===== src/rtl/control_pipeline_if.sv =====
// Control-word bundle between the control unit / datapath and control_pipeline.
// master drives the Decode-stage word and ZeroE; slave (the pipeline) drives stage controls.
interface control_pipeline_if #(
   parameter int unsigned AWL = 6,
   parameter int unsigned RAW = 5
);
   logic [AWL-3:0] ALUSelD;
   logic           MtoRFSelD;
   logic           DMWED;
   logic           BranchD;
   logic           ALUInSelD;
   logic           RFDSelD;
   logic           RFWED;
   logic           JumpD;
   logic [RAW-1:0] RsD;
   logic [RAW-1:0] RtD;
   logic [RAW-1:0] RdD;
   logic           ZeroE;

   logic [AWL-3:0] ALUSelE;
   logic           ALUInSelE;
   logic [RAW-1:0] WriteRegE;
   logic [RAW-1:0] WriteRegM;
   logic [RAW-1:0] WriteRegW;
   logic           DMWEM;
   logic           MtoRFSelW;
   logic           RFWEW;
   logic           PCSrcE;
   logic           StallF;
   logic           StallD;
   logic           FlushD;
   logic           FlushE;
   logic [1:0]     ForwardAE;
   logic [1:0]     ForwardBE;

   modport master (
      output ALUSelD, MtoRFSelD, DMWED, BranchD, ALUInSelD, RFDSelD, RFWED, JumpD,
      output RsD, RtD, RdD, ZeroE,
      input  ALUSelE, ALUInSelE, WriteRegE, WriteRegM, WriteRegW, DMWEM, MtoRFSelW, RFWEW,
      input  PCSrcE, StallF, StallD, FlushD, FlushE, ForwardAE, ForwardBE
   );

   modport slave (
      input  ALUSelD, MtoRFSelD, DMWED, BranchD, ALUInSelD, RFDSelD, RFWED, JumpD,
      input  RsD, RtD, RdD, ZeroE,
      output ALUSelE, ALUInSelE, WriteRegE, WriteRegM, WriteRegW, DMWEM, MtoRFSelW, RFWEW,
      output PCSrcE, StallF, StallD, FlushD, FlushE, ForwardAE, ForwardBE
   );
endinterface


===== src/rtl/control_pipeline.sv =====
// E/M/W control-word pipeline with stall, flush and forwarding-select logic.
// FORWARD_EN: enable Execute operand forwarding; otherwise every RAW hazard stalls.
module control_pipeline #(
   parameter int unsigned AWL = 6,
   parameter int unsigned DWL = 32,
   parameter int unsigned RAW = 5
) (
   input logic               CLK,
   input logic               RST,
   control_pipeline_if.slave bus
);
   typedef struct packed {
      logic [AWL-3:0] alu_sel;
      logic           mtorf;
      logic           dmwe;
      logic           branch;
      logic           alu_in;
      logic           rfd_sel;
      logic           rfwe;
      logic [RAW-1:0] rs;
      logic [RAW-1:0] rt;
      logic [RAW-1:0] rd;
   } e_word_t;

   typedef struct packed {
      logic           mtorf;
      logic           dmwe;
      logic           rfwe;
      logic [RAW-1:0] wreg;
   } m_word_t;

   typedef struct packed {
      logic           mtorf;
      logic           rfwe;
      logic [RAW-1:0] wreg;
   } w_word_t;

   e_word_t e_q, e_d;
   m_word_t m_q, m_d;
   w_word_t w_q, w_d;

   logic [RAW-1:0] write_reg_e;
   logic           pc_src_e;
   logic           hazard;
   logic           flush_e;

`ifdef FORWARD_EN
   // M-stage producer wins over W-stage; register 0 is never forwarded.
   function automatic logic [1:0] fwd_sel(logic [RAW-1:0] r, logic m_we, logic [RAW-1:0] m_reg,
                                          logic w_we, logic [RAW-1:0] w_reg);
      if (r != '0 && m_we && r == m_reg) return 2'b10;
      if (r != '0 && w_we && r == w_reg) return 2'b01;
      return 2'b00;
   endfunction

   logic unused_cfg;
   assign unused_cfg = ^DWL;
`else
   logic unused_cfg;
   assign unused_cfg = ^{DWL, e_q.rs};
`endif

   always_comb begin
      write_reg_e = e_q.rfd_sel ? e_q.rd : e_q.rt;
      pc_src_e    = e_q.branch & bus.ZeroE;
`ifdef FORWARD_EN
      hazard = e_q.mtorf & e_q.rfwe & ((e_q.rt == bus.RsD) | (e_q.rt == bus.RtD));
`else
      hazard = (e_q.rfwe & (write_reg_e != '0) &
                ((write_reg_e == bus.RsD) | (write_reg_e == bus.RtD))) |
               (m_q.rfwe & (m_q.wreg != '0) &
                ((m_q.wreg == bus.RsD) | (m_q.wreg == bus.RtD)));
`endif
      flush_e = hazard | pc_src_e;

      e_d = '0;
      if (!flush_e) begin
         e_d.alu_sel = bus.ALUSelD;
         e_d.mtorf   = bus.MtoRFSelD;
         e_d.dmwe    = bus.DMWED;
         e_d.branch  = bus.BranchD;
         e_d.alu_in  = bus.ALUInSelD;
         e_d.rfd_sel = bus.RFDSelD;
         e_d.rfwe    = bus.RFWED;
         e_d.rs      = bus.RsD;
         e_d.rt      = bus.RtD;
         e_d.rd      = bus.RdD;
      end

      m_d.mtorf = e_q.mtorf;
      m_d.dmwe  = e_q.dmwe;
      m_d.rfwe  = e_q.rfwe;
      m_d.wreg  = write_reg_e;

      w_d.mtorf = m_q.mtorf;
      w_d.rfwe  = m_q.rfwe;
      w_d.wreg  = m_q.wreg;
   end

   always_ff @(posedge CLK) begin
      if (!RST) begin
         e_q <= '0;
         m_q <= '0;
         w_q <= '0;
      end else begin
         e_q <= e_d;
         m_q <= m_d;
         w_q <= w_d;
      end
   end

   always_comb begin
      bus.ALUSelE   = e_q.alu_sel;
      bus.ALUInSelE = e_q.alu_in;
      bus.WriteRegE = write_reg_e;
      bus.WriteRegM = m_q.wreg;
      bus.WriteRegW = w_q.wreg;
      bus.DMWEM     = m_q.dmwe;
      bus.MtoRFSelW = w_q.mtorf;
      bus.RFWEW     = w_q.rfwe;
      bus.PCSrcE    = pc_src_e;
      // A taken redirect discards the stalled instruction, so it must not hold fetch.
      bus.StallF    = hazard & ~pc_src_e;
      bus.StallD    = hazard & ~pc_src_e;
      bus.FlushE    = flush_e;
      bus.FlushD    = pc_src_e | (bus.JumpD & ~hazard);
`ifdef FORWARD_EN
      bus.ForwardAE = fwd_sel(e_q.rs, m_q.rfwe, m_q.wreg, w_q.rfwe, w_q.wreg);
      bus.ForwardBE = fwd_sel(e_q.rt, m_q.rfwe, m_q.wreg, w_q.rfwe, w_q.wreg);
`else
      bus.ForwardAE = 2'b00;
      bus.ForwardBE = 2'b00;
`endif
   end
endmodule

===== src/flat_wrapper.sv =====
// flat-port wrapper written by rule: the top's interface ports become plain ports
module control_pipeline_flat 
#(
   parameter int unsigned AWL = 6,
   parameter int unsigned DWL = 32,
   parameter int unsigned RAW = 5
)
  (CLK, RST, bus_ALUSelD, bus_MtoRFSelD, bus_DMWED, bus_BranchD, bus_ALUInSelD, bus_RFDSelD, bus_RFWED, bus_JumpD, bus_RsD, bus_RtD, bus_RdD, bus_ZeroE, bus_ALUSelE, bus_ALUInSelE, bus_WriteRegE, bus_WriteRegM, bus_WriteRegW, bus_DMWEM, bus_MtoRFSelW, bus_RFWEW, bus_PCSrcE, bus_StallF, bus_StallD, bus_FlushD, bus_FlushE, bus_ForwardAE, bus_ForwardBE);
  control_pipeline_if #(.AWL(AWL), .RAW(RAW)) bus_i ();
  input logic CLK;
  input logic RST;
  input wire logic [$bits(bus_i.ALUSelD)-1:0] bus_ALUSelD;
  input wire logic [$bits(bus_i.MtoRFSelD)-1:0] bus_MtoRFSelD;
  input wire logic [$bits(bus_i.DMWED)-1:0] bus_DMWED;
  input wire logic [$bits(bus_i.BranchD)-1:0] bus_BranchD;
  input wire logic [$bits(bus_i.ALUInSelD)-1:0] bus_ALUInSelD;
  input wire logic [$bits(bus_i.RFDSelD)-1:0] bus_RFDSelD;
  input wire logic [$bits(bus_i.RFWED)-1:0] bus_RFWED;
  input wire logic [$bits(bus_i.JumpD)-1:0] bus_JumpD;
  input wire logic [$bits(bus_i.RsD)-1:0] bus_RsD;
  input wire logic [$bits(bus_i.RtD)-1:0] bus_RtD;
  input wire logic [$bits(bus_i.RdD)-1:0] bus_RdD;
  input wire logic [$bits(bus_i.ZeroE)-1:0] bus_ZeroE;
  output wire logic [$bits(bus_i.ALUSelE)-1:0] bus_ALUSelE;
  output wire logic [$bits(bus_i.ALUInSelE)-1:0] bus_ALUInSelE;
  output wire logic [$bits(bus_i.WriteRegE)-1:0] bus_WriteRegE;
  output wire logic [$bits(bus_i.WriteRegM)-1:0] bus_WriteRegM;
  output wire logic [$bits(bus_i.WriteRegW)-1:0] bus_WriteRegW;
  output wire logic [$bits(bus_i.DMWEM)-1:0] bus_DMWEM;
  output wire logic [$bits(bus_i.MtoRFSelW)-1:0] bus_MtoRFSelW;
  output wire logic [$bits(bus_i.RFWEW)-1:0] bus_RFWEW;
  output wire logic [$bits(bus_i.PCSrcE)-1:0] bus_PCSrcE;
  output wire logic [$bits(bus_i.StallF)-1:0] bus_StallF;
  output wire logic [$bits(bus_i.StallD)-1:0] bus_StallD;
  output wire logic [$bits(bus_i.FlushD)-1:0] bus_FlushD;
  output wire logic [$bits(bus_i.FlushE)-1:0] bus_FlushE;
  output wire logic [$bits(bus_i.ForwardAE)-1:0] bus_ForwardAE;
  output wire logic [$bits(bus_i.ForwardBE)-1:0] bus_ForwardBE;
  assign bus_i.ALUSelD = bus_ALUSelD;
  assign bus_i.MtoRFSelD = bus_MtoRFSelD;
  assign bus_i.DMWED = bus_DMWED;
  assign bus_i.BranchD = bus_BranchD;
  assign bus_i.ALUInSelD = bus_ALUInSelD;
  assign bus_i.RFDSelD = bus_RFDSelD;
  assign bus_i.RFWED = bus_RFWED;
  assign bus_i.JumpD = bus_JumpD;
  assign bus_i.RsD = bus_RsD;
  assign bus_i.RtD = bus_RtD;
  assign bus_i.RdD = bus_RdD;
  assign bus_i.ZeroE = bus_ZeroE;
  assign bus_ALUSelE = bus_i.ALUSelE;
  assign bus_ALUInSelE = bus_i.ALUInSelE;
  assign bus_WriteRegE = bus_i.WriteRegE;
  assign bus_WriteRegM = bus_i.WriteRegM;
  assign bus_WriteRegW = bus_i.WriteRegW;
  assign bus_DMWEM = bus_i.DMWEM;
  assign bus_MtoRFSelW = bus_i.MtoRFSelW;
  assign bus_RFWEW = bus_i.RFWEW;
  assign bus_PCSrcE = bus_i.PCSrcE;
  assign bus_StallF = bus_i.StallF;
  assign bus_StallD = bus_i.StallD;
  assign bus_FlushD = bus_i.FlushD;
  assign bus_FlushE = bus_i.FlushE;
  assign bus_ForwardAE = bus_i.ForwardAE;
  assign bus_ForwardBE = bus_i.ForwardBE;
  control_pipeline #(.AWL(AWL), .DWL(DWL), .RAW(RAW)) u_core (.CLK(CLK), .RST(RST), .bus(bus_i));
endmodule

===== config.mk =====
export PLATFORM = sky130hd
export DESIGN_NAME = control_pipeline_flat
export DESIGN_NICKNAME = d
export VERILOG_FILES = /design/src/rtl/control_pipeline_if.sv /design/src/rtl/control_pipeline.sv /design/src/flat_wrapper.sv
export SDC_FILE = /design/constraint.sdc
export NUM_CORES = 1
export LEC_CHECK = 0
export CORE_MARGIN = 8
export CORE_UTILIZATION = 30
export DETAILED_ROUTE_END_ITERATION = 10
export DONT_BUFFER_PORTS = 1
export PLACE_DENSITY = 0.49
export SETUP_SLACK_MARGIN = 0.5
export SYNTH_ARGS = -nofsm -noshare
export SYNTH_HDL_FRONTEND = slang
export SYNTH_SLANG_ARGS = --single-unit

===== constraint.sdc =====
create_clock -name CLK -period 5.33 [get_ports CLK]
set_input_delay 1.066 -clock CLK [delete_from_list [all_inputs] [get_ports CLK]]
set_output_delay 1.066 -clock CLK [all_outputs]
set_load 0.005 [all_outputs]

* Word-level counts from Yosys, hierarchy flattened
Cells that the tools add are included.
Storage, ports and cells: flip-flop bits (word level) 35, logic and storage cells 39, output and inout bits 32, input port bits 29
Cells by class: multiplexer cells 1, eq/ne operators 4, bitwise operators 15, reduce and logical (&&, ||, !) cells 3
Operator list (count):
- $eq 5x5->1 | 4
- $reduce_bool 5->1 | 2
- $and 1x1->1 | 7
- $mux 5 | 1
- $or 1x1->1 | 5
- $not 1->1 | 3
- $reduce_or 2->1 | 1

* Longest topological paths before layout
Gate-level depths: netlist (run 1).
depth after elaboration 8, gate-level depth with buffers 8, mapped depth without buffers 6

* Least setup slack after synthesis (run 1)
Ideal clock, no wire load.
path kind input port to output port, from input port bus_RtD[4], to output port bus_StallF, data required time 4264 ps, buffers on the path 2, stages 7, path slack 2068 ps, data arrival time 2196 ps, cell sequence xnor2_1 -> nand3_1 -> nor3_1 -> o221ai_2 -> buf_2 -> a21oi_1 -> buf_4
On the way: cells in the longest elaborated chain, start to end 5, elaborated cells on any way between the ends 8, those cells by class eq/ne (2); bitwise (6)
Ends and longest elaborated chain:
- from (decl) | RTL line flat_wrapper.sv:21 | input wire logic [$bits(bus_i.RtD)-1:0] bus_RtD;
- $eq 5x5->1 (on tied branches) | RTL line control_pipeline.sv:70, control_pipeline.sv:72
- $or 1x1->1 (on tied branches) | RTL line control_pipeline.sv:70, control_pipeline.sv:72
- $and 1x1->1 (on tied branches) | RTL line control_pipeline.sv:69, control_pipeline.sv:71
- $or 1x1->1 (*) | RTL line control_pipeline.sv:70 | ((write_reg_e == bus.RsD) | (write_reg_e == bus.RtD))) |
- $and 1x1->1 (*)
- to (decl) | RTL line flat_wrapper.sv:33 | output wire logic [$bits(bus_i.StallF)-1:0] bus_StallF;
Every way passes the cells marked *; elsewhere a longest branch is shown, timed or not.

* Final worst setup path (run 1)
from register u_core.e_q[16] in the netlist's numbering, to output port bus_FlushD
On the way: cells in the longest elaborated chain, start to end 8, elaborated cells on any way between the ends 11, those cells by class eq/ne (2); mux (1); bitwise (7); reduce/logical (1)
Ends and longest elaborated chain:
- from (decl) | RTL line control_pipeline.sv:38 | e_word_t e_q, e_d;
- from (signal assigned) | RTL line control_pipeline.sv:102 | e_q <= '0;
- from (signal assigned) | RTL line control_pipeline.sv:106 | e_q <= e_d;
- $mux 5 (*) | RTL line control_pipeline.sv:64 | write_reg_e = e_q.rfd_sel ? e_q.rd : e_q.rt;
- $eq 5x5->1 or $reduce_bool 5->1 (tied branches) | RTL line control_pipeline.sv:70, control_pipeline.sv:69
- $or 1x1->1 or $and 1x1->1 (tied branches) | RTL line control_pipeline.sv:70, control_pipeline.sv:69
- $and 1x1->1 (*) | RTL line control_pipeline.sv:69 | hazard = (e_q.rfwe & (write_reg_e != '0) &
- $or 1x1->1 (*) | RTL line control_pipeline.sv:70
- $not 1->1 (*) | RTL line control_pipeline.sv:126 | bus.FlushD = pc_src_e | (bus.JumpD & ~hazard);
- $and 1x1->1 (*) | RTL line control_pipeline.sv:126
- $or 1x1->1 (*) | RTL line control_pipeline.sv:126
- to (decl) | RTL line flat_wrapper.sv:35 | output wire logic [$bits(bus_i.FlushD)-1:0] bus_FlushD;
Marked as above.

==> run_results.csv, run 1 <==
group,metric,value,unit
finish,nFillCells,560,
clock_tree,cts.clk_slew.worst_paths,70,ps
synth,yosysWarnings,0,
placed_design,gp_congestion,0.791,
worst_hold_path,hp-class,"flip-flop to flip-flop",
grt,antenna_found_initial,0,
finish,fin_area,0.00162,mm^2
sta,final-setup-viol-count,0,
finish,mostFrequentLayoutCells,"dfxtp_1 (35), nand3_1 (25), xnor2_1 (12), and2_1 (11)",
die,chipWidth,88.5,um
die,fp.dieH,88.5,um
finish,fin_nets,179,
grt,grt_max_degree,24,
finish,drive_above_1_share,17.3,%
die,core_area,0.00511,mm^2
clock_tree,cts_resized,0,
pwr,powerDensity,350,mW/mm^2
worst_setup_path,slowest_delay,630,ps
worst_setup_path,end_kind,"output port",
synth,synth_seq_area_share,44.4,%
route,drc,0,
route,antenna_left,0,
sta,finClkSkew,6.46,ps
sta,grt_setup_unrepaired,"false",
clock_tree,cts_max_level,2,
die,rows,26,
finish,insertedDiodeCount,0,
sta,fin_crit,3720,ps
route,vias,965,
finish,utilization,31.7,%
grt,grt_usage,9.55,%
route,via_per_inst,4.39,
worst_setup_path,cp.required,4260,ps
worst_setup_path,crit_fanout,21,
clock_tree,clock_latency,280,ps
die,io_pins,61,
placed_design,dp_hpwl,2750,um
grt,grt_pass1_vias,1031,
finish,multi_input_area,709,um^2
worst_setup_path,crit_chain,"mux2i_4 -> xor2_1 -> nand3_1 -> nor3_2 -> o221a_2 -> o21ai_0",
clock_tree,postCtsHoldBufs,0,
synth,synth_seq_cells,35,
clock_tree,clock_sinks,35,
die,dieArea,0.00784,mm^2
pwr,leakage,0.654,nW
clock_tree,cts_buffer_depth,2,
worst_setup_path,crit_type,"flip-flop to output port",
clock_tree,cts_tree,"yes",
placed_design,portBuffers,0,
sta,fmax,0.269,GHz
grt,overflow,0,
route,dr.pass1.iters,4,
job,drv_cap,0,
sta,hold_viol,0,
sta,tns,0,ps
placed_design,placed_area,0.00152,mm^2
pwr,ir_drop,0.0000988,V
sta,slew_headroom,30.9,%
worst_setup_path,crit_slowest_cell,"dfxtp_1",
route,wl_per_cell,16.1,um
sta,finalMaxSlewViolations,0,
grt,grt_pass1_wl,5480,um
sta,worstMarginPinSlew,1040,ps
finish,final_common_cell,"dfxtp_1",
synth,syn_inst,162,
worst_setup_path,critPathLaunchType,"flip-flop",
sta,min_period_over_period,69.9,%
clock_tree,root_buffer,"clkbuf_8",
die,initial_utilization,30.9,%
clock_tree,cts_buffers,5,
finish,area_growth,2.62,%
finish,area.sequential,701,um^2
run_status,status,"finished clean",
route,drtIter0Drc,39,
clock_tree,post_cts_buffers,0,
synth,synthDistinctLibCells,28,
synth,syn_area,0.00158,mm^2
worst_setup_path,arrival,2660,ps
synth,avgSynthCellArea,9.74,um^2
route,routed_wl,3540,um
cell usage after synthesis (all sizes together):
library cell	count	area share, %
o21ai	1	0.32
nand4	1	0.40
nand3	25	7.9
o221ai	2	1.5
nor3	4	1.9
a21oi	1	0.32
nor2b	4	1.6
nand2	2	0.48
mux2i	4	5.2
mux2	1	0.95
xor2	8	4.4
dfxtp	35	44
xnor2	12	6.7
conb	1	0.24
inv	5	1.2
o221a	1	0.71
nor2	20	6.3
or4	1	0.48
and2	12	4.8
buf	19	9.4
clkbuf	3	0.71
through the flow:
stage | total power, mW | hold WS [ps] | worst slack, ps | cells
finish | 0.566 | 434 | 1610 | 220
floorplan | 0.347 | 412 | 2070 | 165
global route | 0.590 | 459 | 1320 | 220
detailed placement | 0.348 | 423 | 1770 | 213
global placement | 0.347 | 423 | 1830 | 213
CTS | 0.573 | 439 | 1540 | 220
registers in the layout (all words and copies together), names as in the netlist:
| signal | count |
|---|---|
| u_core.bus.ALUInSelE | 1 |
| u_core.bus.WriteRegM | 5 |
| u_core.bus.DMWEM | 1 |
| u_core.bus.WriteRegW | 5 |
| u_core.bus.ALUSelE | 4 |
| u_core.m_q | 2 |
| u_core.bus.RFWEW | 1 |
| u_core.e_q | 15 |
| u_core.bus.MtoRFSelW | 1 |
logic make-up (layout without fill, tap and decap cells):
logic type	count (synthesis)	count (layout)	synth area share, %
AO/OA/AOI/OAI	5	5	2.85
AND/OR/NAND/NOR	69	69	24.0
XOR/XNOR	20	20	11.1
buffers and inverters	27	12	11.3
other	1	4	0.238
multiplexers	5	5	6.11
flip-flops	35	35	44.4
layer usage:
layer / track usage, % / vias up / wire, um / share of wire (%)
li1: - / 481 / - / -
met1: 10.2 / 436 / 1450 / 41
met2: 14.3 / 41 / 1550 / 44
met3: 6.13 / 7 / 482 / 14
met4: 4.76 / 0 / 57 / 1.6
met5: 0 / - / 0 / 0
final timing paths:
path | start | endpoint | depth (start not counted) | slack (ps)
setup / recovery | u_core.e_q[16] | bus_FlushD | 6 | 1610
hold / removal | u_core.e_q[20] | u_core.m_q[7] | 1 | 430
setup reg to reg | u_core.e_q[16] | u_core.e_q[4] | 6 | 2950
hold reg to reg | u_core.e_q[20] | u_core.m_q[7] | 1 | 430
where the power goes:
part           switching [mW]  internal, mW  total [mW]
Clock                  0.0882         0.137       0.225
Combinational          0.0277        0.0258      0.0535
Sequential             0.0118         0.276       0.288
Total                   0.128         0.439       0.566
final cells by class:
type / count / share of cell area, %
Multi-Input combinational cell: 103 / 43.8
Sequential cell: 35 / 43.3
Clock inverter: 1 / 1.85
Inverter: 5 / 1.16
Tap cell: 70 / 5.41
Clock buffer: 6 / 4.48
critical path, delay by kind of cell (launching register included):
kind | cells | cell delay (ps)
muxes | 1 | 420
and+or+nand+nor | 2 | 340
xor gates and xnor gates | 1 | 190
DFF | 1 | 630
AOI/OAI and AO/OA | 2 | 800
Power figures use the tool's default switching activity.
==> run 2: changes to the inputs <==
--- a/config.mk
+++ b/config.mk
@@ -9,7 +9,7 @@
 export CORE_UTILIZATION = 30
 export DETAILED_ROUTE_END_ITERATION = 10
 export DONT_BUFFER_PORTS = 1
-export PLACE_DENSITY = 0.49
+export PLACE_DENSITY = 0.5
 export SETUP_SLACK_MARGIN = 0.5
 export SYNTH_ARGS = -nofsm -noshare
 export SYNTH_HDL_FRONTEND = slang
==> constraint.sdc (replaced) <==
create_clock -name CLK -period 3.2 [get_ports CLK]
set_input_delay 0.64 -clock CLK [delete_from_list [all_inputs] [get_ports CLK]]
set_output_delay 0.64 -clock CLK [all_outputs]
set_load 0.005 [all_outputs]
==> run 2 against run 1 <==
  * Cell count increased by 3.6%
  * Critical path depth unchanged
  * Clock skew increased by 3.5 ps
  * Power increased by 56%
  * Non-clock buffer count increased by 7
  * Clock power increased by 33%
  * Combinational power increased by 87%
  * Count of clock-buffer cells in the layout increased by 1
  * First-iteration DRC count decreased by 21%
  * Utilization increased by 1.4 points
  * Highest routed layer unchanged
==> run_results.csv, run 2 (same netlist as run 1, synthesis figures left out) <==
group,metric,value,unit
clock_tree,cts.clk_slew.worst_paths,70,ps
clock_tree,clock_latency,290,ps
finish,regMostFlops,"u_core.e_q",
job,drv_cap,0,
placed_design,gp_congestion,0.775,
pwr,powerDensity,521,mW/mm^2
grt,grt_usage,9.44,%
worst_setup_path,r2r-start,"u_core.e_q[16]",
sta,finalMaxSlewViolations,0,
route,wl_met1,1500,um
sta,worstMarginPinSlew,667,ps
worst_setup_path,crit_chain,"mux2i_4 -> xor2_1 -> nand3_1 -> nor3_4 -> o221ai_2 -> a21oi_2",
route,via_per_inst,4.46,
finish,utilization,33.1,%
grt,grt_pass1_wl,5510,um
worst_setup_path,startpoint,"u_core.e_q[16]",
pwr,ir_drop,0.000155,V
worst_setup_path,critPathLaunchType,"flip-flop",
worst_setup_path,arrival,1940,ps
sta,slew_headroom,55.5,%
worst_hold_path,hp-class,"flip-flop to flip-flop",
worst_setup_path,regToRegSetupSlack,1200,ps
route,met3_length,432,um
sta,min_period_over_period,80.6,%
die,dieArea,0.00784,mm^2
die,rows,26,
finish,area_growth,7.14,%
die,core_area,0.00511,mm^2
worst_setup_path,cp.required,2560,ps
clock_tree,cts_buffer_depth,2,
sta,finClkSkew,9.95,ps
route,antenna_left,0,
die,chipWidth,88.5,um
placed_design,place_ws,514,ps
finish,insertedDiodeCount,0,
clock_tree,root_buffer,"clkbuf_8",
route,highest_layer,"met4",
sta,whs,432,ps
sta,postLayoutSetupSlackWorst,622,ps
worst_setup_path,r2r-end,"u_core.e_q[3]",
route,routed_wl,3590,um
worst_setup_path,crit_fanout,5,
pwr,leakage,0.691,nW
finish,fin_nets,186,
finish,final_common_cell,"dfxtp_1",
worst_setup_path,end_kind,"output port",
run_status,status,"finished clean",
sta,final-setup-viol-count,0,
placed_design,portBuffers,0,
clock_tree,clock_sinks,35,
route,vias,1016,
sta,grt_setup_unrepaired,"false",
clock_tree,cts_tree,"yes",
grt,grt_max_degree,21,
sta,hold_viol,0,
finish,nFillCells,550,
clock_tree,postCtsHoldBufs,0,
worst_setup_path,crit_type,"flip-flop to output port",
worst_setup_path,crit_slowest_cell,"dfxtp_4",
grt,grt_pass1_vias,1028,
worst_setup_path,crit_path_end,"bus_StallD",
finish,drive_above_1_share,22.8,%
route,dr.pass1.iters,4,
die,fp.dieH,88.5,um
sta,fmax,0.388,GHz
worst_setup_path,ff2ff_path_depth,7,
sta,fin_crit,2580,ps
worst_setup_path,slowest_delay,450,ps
placed_design,dp_hpwl,2850,um
grt,antenna_found_initial,0,
route,wl_per_cell,15.7,um
worst_hold_path,holdPathStages,1,
clock_tree,cts_buffers,5,
die,initial_utilization,30.9,%
route,drc,0,
route,drtIter0Drc,31,
grt,overflow,0,
clock_tree,cts_max_level,2,
pwr,power,0.881,mW
sta,tns,0,ps
finish,mostFrequentLayoutCells,"dfxtp_1 (34), nand3_1 (25), xnor2_1 (12), and2_1 (11)",
die,io_pins,61,
finish,largest_reg_flops,15,
route,dr_wl_met2,1600,um
==> run 2: through the flow <==
| stage | cells | area (um^2) |
|---|---|---|
| CTS | 225 | 1650 |
| floorplan | 165 | 1590 |
| finish | 228 | 1690 |
| detailed placement | 215 | 1530 |
| global route | 228 | 1690 |
| global placement | 215 | 1530 |
==> run 2: metal layers <==
metal	vias up	track usage, %
met5	-	0
met3	5	5.66
met2	44	13.5
li1	494	-
met4	0	4.15
met1	473	11.0
==> run 2: critical path: cells and delay by family, from the launching register on <==
kind            cells  cell delay, ps
simple gates        2             290
mux                 1             340
xor+xnor            1             190
flops               1             450
compound gates      2             380
==> run 2: layout make-up <==
type / count / area [um^2] / share of cell area (%)
multi-input combinational: 103 / 746 / 44.1
sequential: 35 / 704 / 41.7
tap: 70 / 87.6 / 5.18
clock buffer: 7 / 76.3 / 4.52
timing repair buffer: 7 / 52.6 / 3.11
inverter: 5 / 18.8 / 1.11
clock inverter: 1 / 5.00 / 0.296
==> run 2: how the worst min path moves through the flow <==
| stage | startpoint | end | slack [ps] |
|---|---|---|---|
| 3_3_place_gp | u_core.m_q[7] | u_core.bus.MtoRFSelW | 420 |
| 6_report | u_core.m_q[7] | u_core.bus.MtoRFSelW | 430 |
| 3_5_place_dp | u_core.m_q[7] | u_core.bus.MtoRFSelW | 420 |
| 5_1_grt | u_core.m_q[7] | u_core.bus.MtoRFSelW | 470 |
| 4_1_cts | u_core.m_q[7] | u_core.bus.MtoRFSelW | 440 |
| 2_1_floorplan | u_core.e_q[19] | u_core.bus.DMWEM | 410 |
==> run 2: repair_timing <==
item,CTS,global route
pin swaps,0,4
setup buffers,2,3
resized for setup,4,4
endpoints found under the setup margin,4,4
==> run 2: report_power, final <==
group	internal, mW	leakage [nW]	switching, mW
sequential	0.459	0.289	0.0210
clock	0.152	0.0422	0.148
combinational	0.0494	0.360	0.0507
total	0.661	0.691	0.219
